**config.mk**
```make
export PLATFORM = sky130hd
export DESIGN_NAME = alu_sched
export DESIGN_NICKNAME = d
export VERILOG_FILES = /design/src/rtl/alu_sched_pkg.sv /design/src/rtl/alu_sched_rr_arbiter.sv /design/src/rtl/alu_sched.sv
export SDC_FILE = /design/constraint.sdc
export NUM_CORES = 1
export LEC_CHECK = 0
export ABC_AREA = 0
export CORE_UTILIZATION = 32
export DETAILED_ROUTE_END_ITERATION = 12
export PLACE_DENSITY = 0.73
export RECOVER_POWER = 25
export SKIP_CTS_REPAIR_TIMING = 1
export SYNTH_ARGS = -nofsm -noshare
export SYNTH_HDL_FRONTEND = slang
export SYNTH_HIERARCHICAL = 1
export SYNTH_SLANG_ARGS = --single-unit
```
**constraint.sdc**
```tcl
create_clock -name clk -period 3.4 [get_ports clk]
set_input_delay 0.34 -clock clk [delete_from_list [all_inputs] [get_ports clk]]
set_output_delay 0.34 -clock clk [all_outputs]
set_load 0.01 [all_outputs]
```
**src/rtl/alu_sched_pkg.sv**
```systemverilog
// Shared types for the ALU scheduler: FSM state encoding and opcode values.
package alu_sched_pkg;

  typedef enum logic [1:0] {
    ST_IDLE    = 2'd0,
    ST_ISSUE   = 2'd1,
    ST_CAPTURE = 2'd2,
    ST_RESP    = 2'd3
  } state_e;

  localparam logic OP_ADD = 1'b1;
  localparam logic OP_SUB = 1'b0;

endpackage

```
**src/rtl/alu_sched_rr_arbiter.sv**
```systemverilog
// Round-robin arbiter: picks the first active request after last_grant, wrapping around.
module rr_arbiter
  import alu_sched_pkg::*;
#(
  parameter int N  = 4,
  parameter int IW = 2
) (
  input  logic [N-1:0]  req,
  input  logic [IW-1:0] last_grant,
  output logic [N-1:0]  grant,
  output logic [IW-1:0] index
);

  logic          found_hi;
  logic          found_lo;
  logic [IW-1:0] idx_hi;
  logic [IW-1:0] idx_lo;

  // Lowest active index above last_grant wins; otherwise wrap to lowest active index overall.
  always_comb begin
    found_hi = 1'b0;
    found_lo = 1'b0;
    idx_hi   = '0;
    idx_lo   = '0;
    for (int i = N - 1; i >= 0; i--) begin
      if (req[i]) begin
        found_lo = 1'b1;
        idx_lo   = IW'(i);
        if (i > int'(last_grant)) begin
          found_hi = 1'b1;
          idx_hi   = IW'(i);
        end
      end
    end
  end

  assign index = found_hi ? idx_hi : idx_lo;

  generate
    for (genvar gi = 0; gi < N; gi++) begin : g_grant
      assign grant[gi] = found_lo && (index == IW'(gi));
    end
  endgenerate

endmodule

```
**src/rtl/alu_sched.sv**
```systemverilog
// Schedules requests from several ports onto one shared, externally instantiated ALU
// with a fixed IDLE -> ISSUE -> CAPTURE -> RESP sequence per operation.
module alu_sched
  import alu_sched_pkg::*;
#(
  parameter int DATA_WIDTH = 4,
  parameter int NUM_REQ    = 4,
  localparam int IDW = (NUM_REQ > 1) ? $clog2(NUM_REQ) : 1
) (
  input  logic                          clk,
  input  logic                          rst,
  input  logic [NUM_REQ-1:0]            req_valid,
  output logic [NUM_REQ-1:0]            req_ready,
  input  logic [NUM_REQ-1:0]            req_op,
  input  logic [NUM_REQ*DATA_WIDTH-1:0] req_data1,
  input  logic [NUM_REQ*DATA_WIDTH-1:0] req_data2,
  output logic                          rsp_valid,
  input  logic                          rsp_ready,
  output logic [IDW-1:0]                rsp_id,
  output logic [DATA_WIDTH:0]           rsp_data,
  output logic                          alu_en,
  output logic                          alu_control,
  output logic [DATA_WIDTH-1:0]         alu_data1,
  output logic [DATA_WIDTH-1:0]         alu_data2,
  input  logic [DATA_WIDTH:0]           alu_y,
  output logic                          busy
);

  state_e                state_q, state_d;
  logic [NUM_REQ-1:0]    grant;
  logic [IDW-1:0]        win_idx;
  logic                  req_fire;

  logic [IDW-1:0]        last_grant_q, last_grant_d;
  logic [IDW-1:0]        idx_q, idx_d;
  logic                  op_q, op_d;
  logic [DATA_WIDTH-1:0] data1_q, data1_d;
  logic [DATA_WIDTH-1:0] data2_q, data2_d;
  logic [DATA_WIDTH:0]   rsp_data_q, rsp_data_d;
  logic [IDW-1:0]        rsp_id_q, rsp_id_d;

  logic [DATA_WIDTH-1:0] d1_arr [NUM_REQ];
  logic [DATA_WIDTH-1:0] d2_arr [NUM_REQ];

  generate
    for (genvar gi = 0; gi < NUM_REQ; gi++) begin : g_unpack
      assign d1_arr[gi] = req_data1[gi*DATA_WIDTH +: DATA_WIDTH];
      assign d2_arr[gi] = req_data2[gi*DATA_WIDTH +: DATA_WIDTH];
    end
  endgenerate

  rr_arbiter #(
    .N  (NUM_REQ),
    .IW (IDW)
  ) u_arb (
    .req        (req_valid),
    .last_grant (last_grant_q),
    .grant      (grant),
    .index      (win_idx)
  );

  assign req_fire = (state_q == ST_IDLE) && (req_valid != '0);

  always_ff @(posedge clk) begin
    if (rst) begin
      state_q <= ST_IDLE;
    end else begin
      state_q <= state_d;
    end
  end

  always_comb begin
    state_d = state_q;
    case (state_q)
      ST_IDLE:    if (req_fire) state_d = ST_ISSUE;
      ST_ISSUE:   state_d = ST_CAPTURE;
      ST_CAPTURE: state_d = ST_RESP;
      ST_RESP:    if (rsp_ready) state_d = ST_IDLE;
      default:    state_d = ST_IDLE;
    endcase
  end

  // req_ready is also masked by rst so a reset cycle never looks like an accept.
  always_comb begin
    req_ready = '0;
    alu_en    = 1'b0;
    rsp_valid = 1'b0;
    busy      = 1'b1;
    case (state_q)
      ST_IDLE: begin
        busy = 1'b0;
        if (!rst) req_ready = grant;
      end
      ST_ISSUE: alu_en    = 1'b1;
      ST_RESP:  rsp_valid = 1'b1;
      default:  ;
    endcase
  end

  always_comb begin
    last_grant_d = last_grant_q;
    idx_d        = idx_q;
    op_d         = op_q;
    data1_d      = data1_q;
    data2_d      = data2_q;
    rsp_data_d   = rsp_data_q;
    rsp_id_d     = rsp_id_q;
    if (req_fire) begin
      last_grant_d = win_idx;
      idx_d        = win_idx;
      op_d         = req_op[win_idx];
      data1_d      = d1_arr[win_idx];
      data2_d      = d2_arr[win_idx];
    end
    if (state_q == ST_CAPTURE) begin
      rsp_data_d = alu_y;
      rsp_id_d   = idx_q;
    end
  end

  always_ff @(posedge clk) begin
    if (rst) begin
      last_grant_q <= IDW'(NUM_REQ - 1);
      idx_q        <= '0;
      op_q         <= 1'b0;
      data1_q      <= '0;
      data2_q      <= '0;
      rsp_data_q   <= '0;
      rsp_id_q     <= '0;
    end else begin
      last_grant_q <= last_grant_d;
      idx_q        <= idx_d;
      op_q         <= op_d;
      data1_q      <= data1_d;
      data2_q      <= data2_d;
      rsp_data_q   <= rsp_data_d;
      rsp_id_q     <= rsp_id_d;
    end
  end

  assign alu_control = op_q;
  assign alu_data1   = data1_q;
  assign alu_data2   = data2_q;
  assign rsp_data    = rsp_data_q;
  assign rsp_id      = rsp_id_q;

endmodule

```
* Yosys cells after proc, flatten, opt, wreduce, memory -nomap -nowiden *
Cells that the tools add are included.

word-level totals
  register bits = 22
  bits of input ports = 48
  output and inout port bits = 23
  word-level logic and storage cells = 68

operators by class
  order comparisons = 5
  equal/unequal tests = 8
  multiplexer cells = 37
  bitwise operators = 1
  reduce and logical (&&, ||, !) cells = 9

operators with widths
  operator                                                    count
  2-to-1 mux 2 bit                                            13
  2-to-1 mux 4 bit                                            6
  binary-select mux 4 bit (select 2 bit)                      2
  2-to-1 mux 1 bit                                            14
  equality test 2 bit, second input constant                  4
  one-hot mux 2 bit (4 select lines)                          1
  logical AND 1 bit                                           5
  equality test 2 x 1 -> 1 bit, second input constant         2
  > comparator 2 bit, first input constant                    2
  logical NOT 2 bit                                           2
  inequality test 2 bit, second input constant                2
  nonzero test 4 bit                                          1
  greater-or-equal comparator 3 bit, second input constant    1
  less-than comparator 2 x 3 -> 1 bit, second input constant  1
  NOT 2 -> 3 bit                                              1
  binary-select mux 1 bit (select 2 bit)                      1
  > comparator 1 x 2 -> 1 bit, first input constant           1
  AND reduction 2 bit                                         1

* Longest topological paths before layout *
Gate-level depths: netlist of the first run.

  depth in word-level cells = 12
  gate-level depth with buffers = 8
  depth with buffers taken out = 6

* Cells and area by module *
Netlist of the first run, hierarchy kept.

by module, submodules not included
  module      times used  cells an instance  area each (um^2)  seq. area each (um^2)
  alu_sched   1           112                1166.1            440.4
  rr_arbiter  1           27                 176.4             0.0

* Least setup slack after synthesis of the first run *
Ideal clock, no wire load.

  path kind = input-to-reg
  start = in req_valid[2]
  end = reg data1_q[0] (netlist: alu_data1[0])
  setup time = 0.136 ns
  arrival = 1.582 ns
  required time = 3.264 ns
  slack = 1.682 ns
  stages on the path = 7
  buffers on the path = 1
  cells stage by stage = and2b_1 a21oi_1 o221ai_1 buf_4 mux4_2 nand2_1 a21oi_2

between the ends
  cells in the longest elaborated chain, start to end = 8
  elaborated cells on any way between the ends = 16
  those cells by class = mux (13); bitwise (1); reduce/logical (2)

RTL lines
  item                                                   RTL line                    RTL
  from (decl)                                            alu_sched.sv:12             input logic [NUM_REQ-1:0] req_valid,
  2-to-1 mux 2 bit or 2-to-1 mux 1 bit (tied branches)   alu_sched_rr_arbiter.sv:26  if (req[i]) begin
  2-to-1 mux 2 bit (tied with other cells)               alu_sched_rr_arbiter.sv:26
  2-to-1 mux 2 bit or 2-to-1 mux 1 bit (tied branches)   alu_sched_rr_arbiter.sv:26
  2-to-1 mux 2 bit *                                     alu_sched_rr_arbiter.sv:37  assign index = found_hi ? idx_hi : idx_lo;
  net win_idx[0]                                         alu_sched.sv:31             logic [IDW-1:0] win_idx;
  NOT 2 -> 3 bit (not written as such) *                 alu_sched.sv:112            data1_d = d1_arr[win_idx];
  binary-select mux 4 bit (select 2 bit) *               alu_sched.sv:112
  2-to-1 mux 4 bit (not written as such) * (2 in a row)  alu_sched.sv:112
  to (signal assigned)                                   alu_sched.sv:134            data1_q <= data1_d;
  to (decl)                                              alu_sched.sv:37             logic [DATA_WIDTH-1:0] data1_q, data1_d;

The timed path passes the listed nets; every way through them passes the cells marked *. The select of a mux whose other input is x is not followed.
A chain may end at the register's enable or synchronous reset.

* Final worst setup path of the first run *
  start = in req_valid[3]
  end = out req_ready[2]

between the ends
  cells in the longest elaborated chain, start to end = 10
  elaborated cells on any way between the ends = 23
  those cells by class = eq/ne (1); mux (21); reduce/logical (1)

RTL lines
  item                                                  RTL line                    RTL
  2-to-1 mux 2 bit or 2-to-1 mux 1 bit (tied branches)  alu_sched_rr_arbiter.sv:26
  2-to-1 mux 2 bit or 2-to-1 mux 1 bit (tied branches)  alu_sched_rr_arbiter.sv:29  if (i > int'(last_grant)) begin
  2-to-1 mux 2 bit or 2-to-1 mux 1 bit (tied branches)  alu_sched_rr_arbiter.sv:26
  2-to-1 mux 2 bit or 2-to-1 mux 1 bit (tied branches)  alu_sched_rr_arbiter.sv:29
  2-to-1 mux 2 bit or 2-to-1 mux 1 bit (tied branches)  alu_sched_rr_arbiter.sv:26
  2-to-1 mux 2 bit                                      alu_sched_rr_arbiter.sv:37
  equality test 2 bit                                   alu_sched_rr_arbiter.sv:41  assign grant[gi] = found_lo && (index == IW'(gi));
  logical AND 1 bit *                                   alu_sched_rr_arbiter.sv:41
  net grant[2]                                          alu_sched.sv:30             logic [NUM_REQ-1:0] grant;
  2-to-1 mux 4 bit *                                    alu_sched.sv:92             if (!rst) req_ready = grant;
  2-to-1 mux 4 bit *                                    alu_sched.sv:89             case (state_q)
  to (decl)                                             alu_sched.sv:13             output logic [NUM_REQ-1:0] req_ready,

The timed path passes the listed nets; every way through them passes the cells marked *.

==> results by group, run 1 <==
STA
  – Least-Margin Pin Slew: 0.7327 ns
  – Max-slew headroom: 50.98%
  – Achievable Freq: 404.1 MHz
  – Skew final: 0.002088 ns
  – Final slew viol count: 0
  – Final Hold Vio Count: 0
  – Period utilisation layout: between 70 and 80%
  – Min cycle time layout: between 2 and 2.5 ns
  – Fin Hold WS: 0.4562 ns
  – RSZ-0062 raised after global routing: no
  – Final setup fails: 0
  – Setup TNS: 0 ns

Cells and area
  – Fill count: approximately 380
  – Nets: about 260
  – Layout cells sized above 1: about an eighth
  – Commonest non-fill, non-tap cell in the layout: clkdlybuf4s50_1
  – Most frequent cells in the layout: clkdlybuf4s50_1 (66), nand2_1 (25), dfxtp_1 (22)
  – Area of the multi-input gates: 844.6 sq um
  – FF/Latch Area: 440.4 sq um
  – Syn-to-layout area delta: 58.15%
  – Antenna cell count: 0
  – Final Non-Filler Cells: 257

CTS
  – Clock transition at path regs: 0.07 ns
  – Num CTS Buffers: 3
  – Max clock buf depth: 2
  – CTS Sinks: 22
  – Clock root buffer: clkbuf_8
  – Clk Latency, worst-skew pair: between 0.2 and 0.3 ns
  – CTS tree: done
  – Max H-tree Level: 1

Pwr
  – Pwr Density: 626.3 nW/um^2
  – Worst VDD drop: between 0.0002 and 0.0003 V
  – Lkg Pwr: between 0.7 and 0.8 nW

Floorplanning
  – Die H: 66.77 um
  – Chip Width: ~67 um
  – Site Rows: 23
  – Die ar.: 4458 sq um
  – Core area: 4000 sq um
  – Initial Utilization: 33.56%
  – I/O pin total: 71

Worst setup path
  – Crit Path Category: in2out
  – R2R Path Start: last_grant_q[1]$_SDFFE_PP1P_
  – CP endpoint kind: output pin
  – Critical Path RT: just over 3 ns
  – Crit path from: req_valid[3]
  – Worst setup SP type: input pin
  – CP Max Fanout: 11
  – Arrival time worst endpoint: between 2 and 2.5 ns

Logic synthesis
  – Yosys cell types: 32
  – YS warnings: 6
  – Top post-synthesis cells by area: dfxtp_1 (33%), mux4_2 (15%), nand2_1 (7.0%)
  – Sequential area share after synthesis: 32.81%
  – Top cell type's share of synthesized area: 32.81%
  – Post-Synthesis Cells: ~140
  – Yosys reg bits: 22
  – Syn Area/Cell: roughly 9.7 sq um
  – Syn Std Cell Area: 1343 sq um
  – Syn_nets: roughly 190
  – Cell taking the most area after synthesis: dfxtp_1

Placement
  – Placer Congestion: 0.6903
  – Post-DP HPWL: around 2200 um
  – Placed cell count: 254
  – Port bufs: 70

Flow run
  – Max-Cap Viols: 0

GRT
  – Largest net degree at the start of global routing: 25
  – Tot GR Track Use: 13.44%
  – Initial antenna violation count: 0
  – Grt total ovfl: 0
  – Vias in the first global route: 1077
  – First-pass GRT wire length: ~4600 um

Drt
  – Final wirelength: 2796 um
  – DRT Pass-1 Iters: 4
  – Via-to-Cell Ratio: 4.782
  – DR WL/cell: approximately 11 um
  – Post-DRT Antenna Nets: 0
  – Iter 0 DRT Violations: 67
  – Via Count: around 1200
  – DRC: 0

Worst hold path
  – Hold WC Path Type: reg2reg
  – Hold Crit Start: alu_data2[0]$_SDFFE_PP0P_

Run status
  – Status: finished clean
worst paths after layout:
path              depth (start not counted)  slack (ns)                   endpoint
setup reg to reg                          7        1.44   alu_control$_SDFFE_PP0P_
hold reg to reg                           2        0.46  alu_data2[0]$_SDFFE_PP0P_
hold / removal                            2        0.46  alu_data2[0]$_SDFFE_PP0P_
setup / recovery                          6        0.93               req_ready[2]
per-layer routing:
metal | up-vias | share of wire, % | global-route usage, %
li1 | 630 | - | -
met1 | 540 | 43 | 16.81
met2 | 54 | 47 | 22.47
met3 | 5 | 8.6 | 3.425
met4 | 0 | 1.2 | 3.989
met5 | - | 0 | 0
cell families after synthesis:
group / after synthesis / share of synthesized area [%]
buf+inv: 11 / 4.752
mux: 17 / 21.06
simple gates: 52 / 18.08
compound gates: 32 / 18.64
fa+ha+maj: 5 / 4.660
flops: 22 / 32.81
report_power, final:
part	leakage (nW)	internal, mW	switching [mW]
Combinational	0.596	0.424	0.335
Sequential	0.181	0.347	0.0715
Clock	0.0216	0.0788	0.0737
cell type report:
class / count / share of cell area (%)
Multi-Input combinational cell: 106 / 39.78
Sequential cell: 22 / 20.74
Timing Repair Buffer: 73 / 34.06
Clock buffer: 3 / 1.945
Tap cell: 50 / 2.946
Inverter: 3 / 0.5303
Yosys cell counts:
| cell | number |
|---|---|
| nand2_1 | 25 |
| dfxtp_1 | 22 |
| a21oi_1 | 11 |
| nor2_1 | 10 |
| mux4_2 | 9 |
| a21oi_2 | 8 |
| mux2i_1 | 8 |
| and2_1 | 5 |
| ha_1 | 5 |
| nand2b_1 | 5 |
| buf_2 | 3 |
| inv_1 | 3 |
| a21o_1 | 2 |
| and2b_1 | 2 |
| buf_6 | 2 |
| nor2b_1 | 2 |
| o21a_1 | 2 |
| a2111oi_0 | 1 |
| a211oi_1 | 1 |
| a2bb2oi_1 | 1 |
| and3_1 | 1 |
| buf_1 | 1 |
| buf_4 | 1 |
| clkbuf_1 | 1 |
| nor2b_2 | 1 |
| nor4_1 | 1 |
| o21ai_1 | 1 |
| o221a_2 | 1 |
| o221ai_1 | 1 |
| o22ai_1 | 1 |
| o41a_1 | 1 |
| o41ai_4 | 1 |
per-stage QoR:
stage / util, % / cell area (sq um) / power, mW / setup WS [ns]
2_1_floorplan: - / 1343 / 0.9281 / 1.682
3_3_place_gp: 52.05 / 2082 / 1.195 / 0.8864
3_5_place_dp: 52.05 / 2082 / 1.205 / 0.8589
4_1_cts: 53.08 / 2123 / 1.362 / 0.9218
5_1_grt: 53.08 / 2123 / 1.447 / 0.7936
6_report: 53.08 / 2123 / 1.330 / 0.9253
sequential cells by signal (all words and copies together), names as in the netlist:
signal	cells
alu_control	1
alu_data1	4
alu_data2	4
idx_q	2
last_grant_q	2
rsp_data	5
rsp_id	2
state_q	2
worst max-delay path, cell delays in order:
cell and delay [ns]:
clkdlybuf4s50_1 0.72, nor2b_2 0.24, o21ai_1 0.06, and3_1 0.18, and2_1 0.13, clkdlybuf4s50_1 0.47
Power figures use the tool's default switching activity.
==> inputs of run 2 (changes only) <==
- clock period: 3.4 -> 2.6 ns (I/O delays scaled with it)
==> run 2 against run 1 <==
Routed wire length is 4.0% higher. Critical endpoint is now req_ready[1]. Clock power increased by 31%. Utilization rose by 0.94 points. Power is 33% higher. Die area did not move. Largest cell class unchanged. Sequential share of layout area is 0.36 points lower. Count of clock-buffer cells in the layout is the same. Via count increased by 0.90%.
==> results by group, run 2 (same netlist as run 1, synthesis figures left out) <==
Pwr
  – Cell Int Power: 1.132 mW (was 850.1 uW)
  – Comb pwr share: 57.6% (was 57.1%)
  – Worst VDD drop: 0.0003700 V (was 0.0002584 V)
  – Net Switching: 638.6 uW (was 479.8 uW)
  – Pwr Density: 819.4 nW/um^2 (was 626.3 nW/um^2)
  – Lkg Pwr: 0.8263 nW (was 0.7986 nW)
  – Sequential share of power: 31.0% (was 31.5%)
  – Clock power share: 11.4% (was 11.5%)
  – Sw Ratio: 36.07% (was 36.08%)

Cells and area
  – Max FFs per register: 5 (unchanged)
  – Area of the multi-input gates: 844.6 sq um (unchanged)
  – Finished Cell Area: 2161 sq um (was 2123 sq um)
  – Final core occ: 54.02% (was 53.08%)
  – Nets: 267 (was 262)
  – Commonest non-fill, non-tap cell in the layout: clkdlybuf4s50_1 (unchanged)
  – Most frequent cells in the layout: clkdlybuf4s50_1 (65), nand2_1 (25), dfxtp_1 (22) (was clkdlybuf4s50_1 (66), nand2_1 (25), dfxtp_1 (22))
  – Final Non-Filler Cells: 262 (was 257)
  – FF/Latch Area: 440.4 sq um (unchanged)
  – Antenna cell count: 0 (unchanged)
  – Syn-to-layout area delta: 60.95% (was 58.15%)
  – Fill count: 385 (was 383)
  – Layout cells sized above 1: 15.09% (was 13.04%)

CTS
  – Max H-tree Level: 1 (unchanged)
  – Clock transition at path regs: 0.07 ns (about the same)
  – CTS Sinks: 22 (unchanged)
  – CTS tree: done (unchanged)
  – Num CTS Buffers: 3 (unchanged)
  – Clock root buffer: clkbuf_8 (unchanged)
  – Clk Latency, worst-skew pair: 0.26 ns (was 0.25 ns)
  – Max clock buf depth: 2 (unchanged)

Floorplanning
  – Core area: 4000 sq um (unchanged)
  – Die H: 66.77 um (unchanged)
  – Site Rows: 23 (unchanged)
  – Chip Width: 66.77 um (unchanged)
  – I/O pin total: 71 (unchanged)
  – Die ar.: 4458 sq um (unchanged)
  – Initial Utilization: 33.56% (unchanged)

Worst setup path
  – Crit Path Category: in2out (unchanged)
  – CP Max Fanout: 9 (was 11)
  – Arrival time worst endpoint: 2.08 ns (was 2.13 ns)
  – Critical Path RT: 2.34 ns (was 3.06 ns)
  – Worst setup SP type: input pin (unchanged)
  – CP endpoint kind: output pin (unchanged)

GRT
  – Tot GR Track Use: 13.79% (was 13.44%)
  – Initial antenna violation count: 0 (unchanged)
  – Vias in the first global route: 1114 (was 1077)
  – Grt total ovfl: 0 (unchanged)
  – First-pass GRT wire length: 4740 um (was 4643 um)
  – Largest net degree at the start of global routing: 24 (was 25)

STA
  – Final setup margin: 0.2617 ns (was 0.9253 ns)
  – Least-Margin Pin Slew: 0.4492 ns (was 0.7327 ns)
  – RSZ-0062 raised after global routing: no (unchanged)
  – Max-slew headroom: 70.05% (was 50.98%)
  – Final Hold Vio Count: 0 (unchanged)
  – Setup TNS: 0 ns (unchanged)
  – Achievable Freq: 427.7 MHz
  – Final setup fails: 0 (unchanged)
  – Period utilisation layout: 89.94%
  – Skew final: 0.003240 ns (was 0.002088 ns)
  – Final slew viol count: 0 (unchanged)
  – Min cycle time layout: 2.338 ns

Drt
  – DRT Pass-1 Iters: 4 (unchanged)
  – DRC: 0 (unchanged)
  – Via Count: 1240 (was 1229)
  – Post-DRT Antenna Nets: 0 (unchanged)
  – Final wirelength: 2907 um (was 2796 um)
  – DR WL/cell: 11.10 um (was 10.88 um)
  – Via-to-Cell Ratio: 4.733 (was 4.782)
  – Iter 0 DRT Violations: 78 (was 67)

Flow run
  – Max-Cap Viols: 0 (unchanged)

Placement
  – Setup WS pre-CTS: 0.2499 ns (was 0.8589 ns)
  – Placed cell count: 259 (was 254)
  – Post-DP HPWL: 2246 um (was 2192 um)
  – Port bufs: 70 (unchanged)
  – Placed cell area: 2120 sq um (was 2082 sq um)
  – Placer Congestion: 0.7249 (was 0.6903)

Run status
  – Status: finished clean (unchanged)

Worst hold path
  – Hold WC Path Type: reg2reg (unchanged)
## run 2: changes by cell type in the layout (fill, tap and decap cells not counted)
cell | before | now
dlygate4sd3_1 | 4 | 5
buf_4 | 3 | 8
clkdlybuf4s50_1 | 66 | 65
## run 2: power groups by stage
stage	clock network (mW)	registers, mW	logic [mW]
final	0.201	0.549	1.02
after global routing	0.224	0.569	1.12
after CTS	0.206	0.550	1.05
after detailed placement	0	0.557	1.04
after global placement	0	0.555	1.04
after floorplan	0	0.567	0.647
## run 2: layout make-up
| cell class | instances | share of cell area [%] |
|---|---|---|
| Sequential cell | 22 | 20.38 |
| Inverter | 3 | 0.5211 |
| Timing Repair Buffer | 78 | 35.21 |
| Tap cell | 50 | 2.895 |
| Multi-Input combinational cell | 106 | 39.09 |
| Clock buffer | 3 | 1.911 |
## run 2: path summary, 6_finish.rpt
check / cells past startpoint / start / end / slack, ns
worst min-delay path: 2 / alu_data2[0]$_SDFFE_PP0P_ / alu_data2[0]$_SDFFE_PP0P_ / 0.45
worst max register to register: 7 / last_grant_q[1]$_SDFFE_PP1P_ / alu_data1[0]$_SDFFE_PP0P_ / 0.65
worst min register to register: 2 / alu_data2[0]$_SDFFE_PP0P_ / alu_data2[0]$_SDFFE_PP0P_ / 0.45
worst max-delay path: 7 / req_valid[3] / req_ready[1] / 0.26
## run 2: worst max-delay path, stage by stage
cell and delay [ns]:
clkdlybuf4s50_1 0.63, buf_4 0.19, a2bb2oi_1 0.16, o22ai_1 0.09, and2_1 0.16, and2_1 0.12, clkdlybuf4s50_1 0.46
## run 2: layer usage
metal  up-vias  wire length, um  GRT usage, %
met1       549             1292         17.31
li1        640                -             -
met2        47             1357         22.85
met5         -                0             0
met4         0               46         5.585
met3         4              210         2.740
## run 2: stage by stage
step | power [mW] | hold WS [ns]
4_1_cts | 1.805 | 0.4597
3_5_place_dp | 1.602 | 0.4496
3_3_place_gp | 1.592 | 0.4432
6_report | 1.770 | 0.4522
5_1_grt | 1.915 | 0.4832
2_1_floorplan | 1.214 | 0.3557
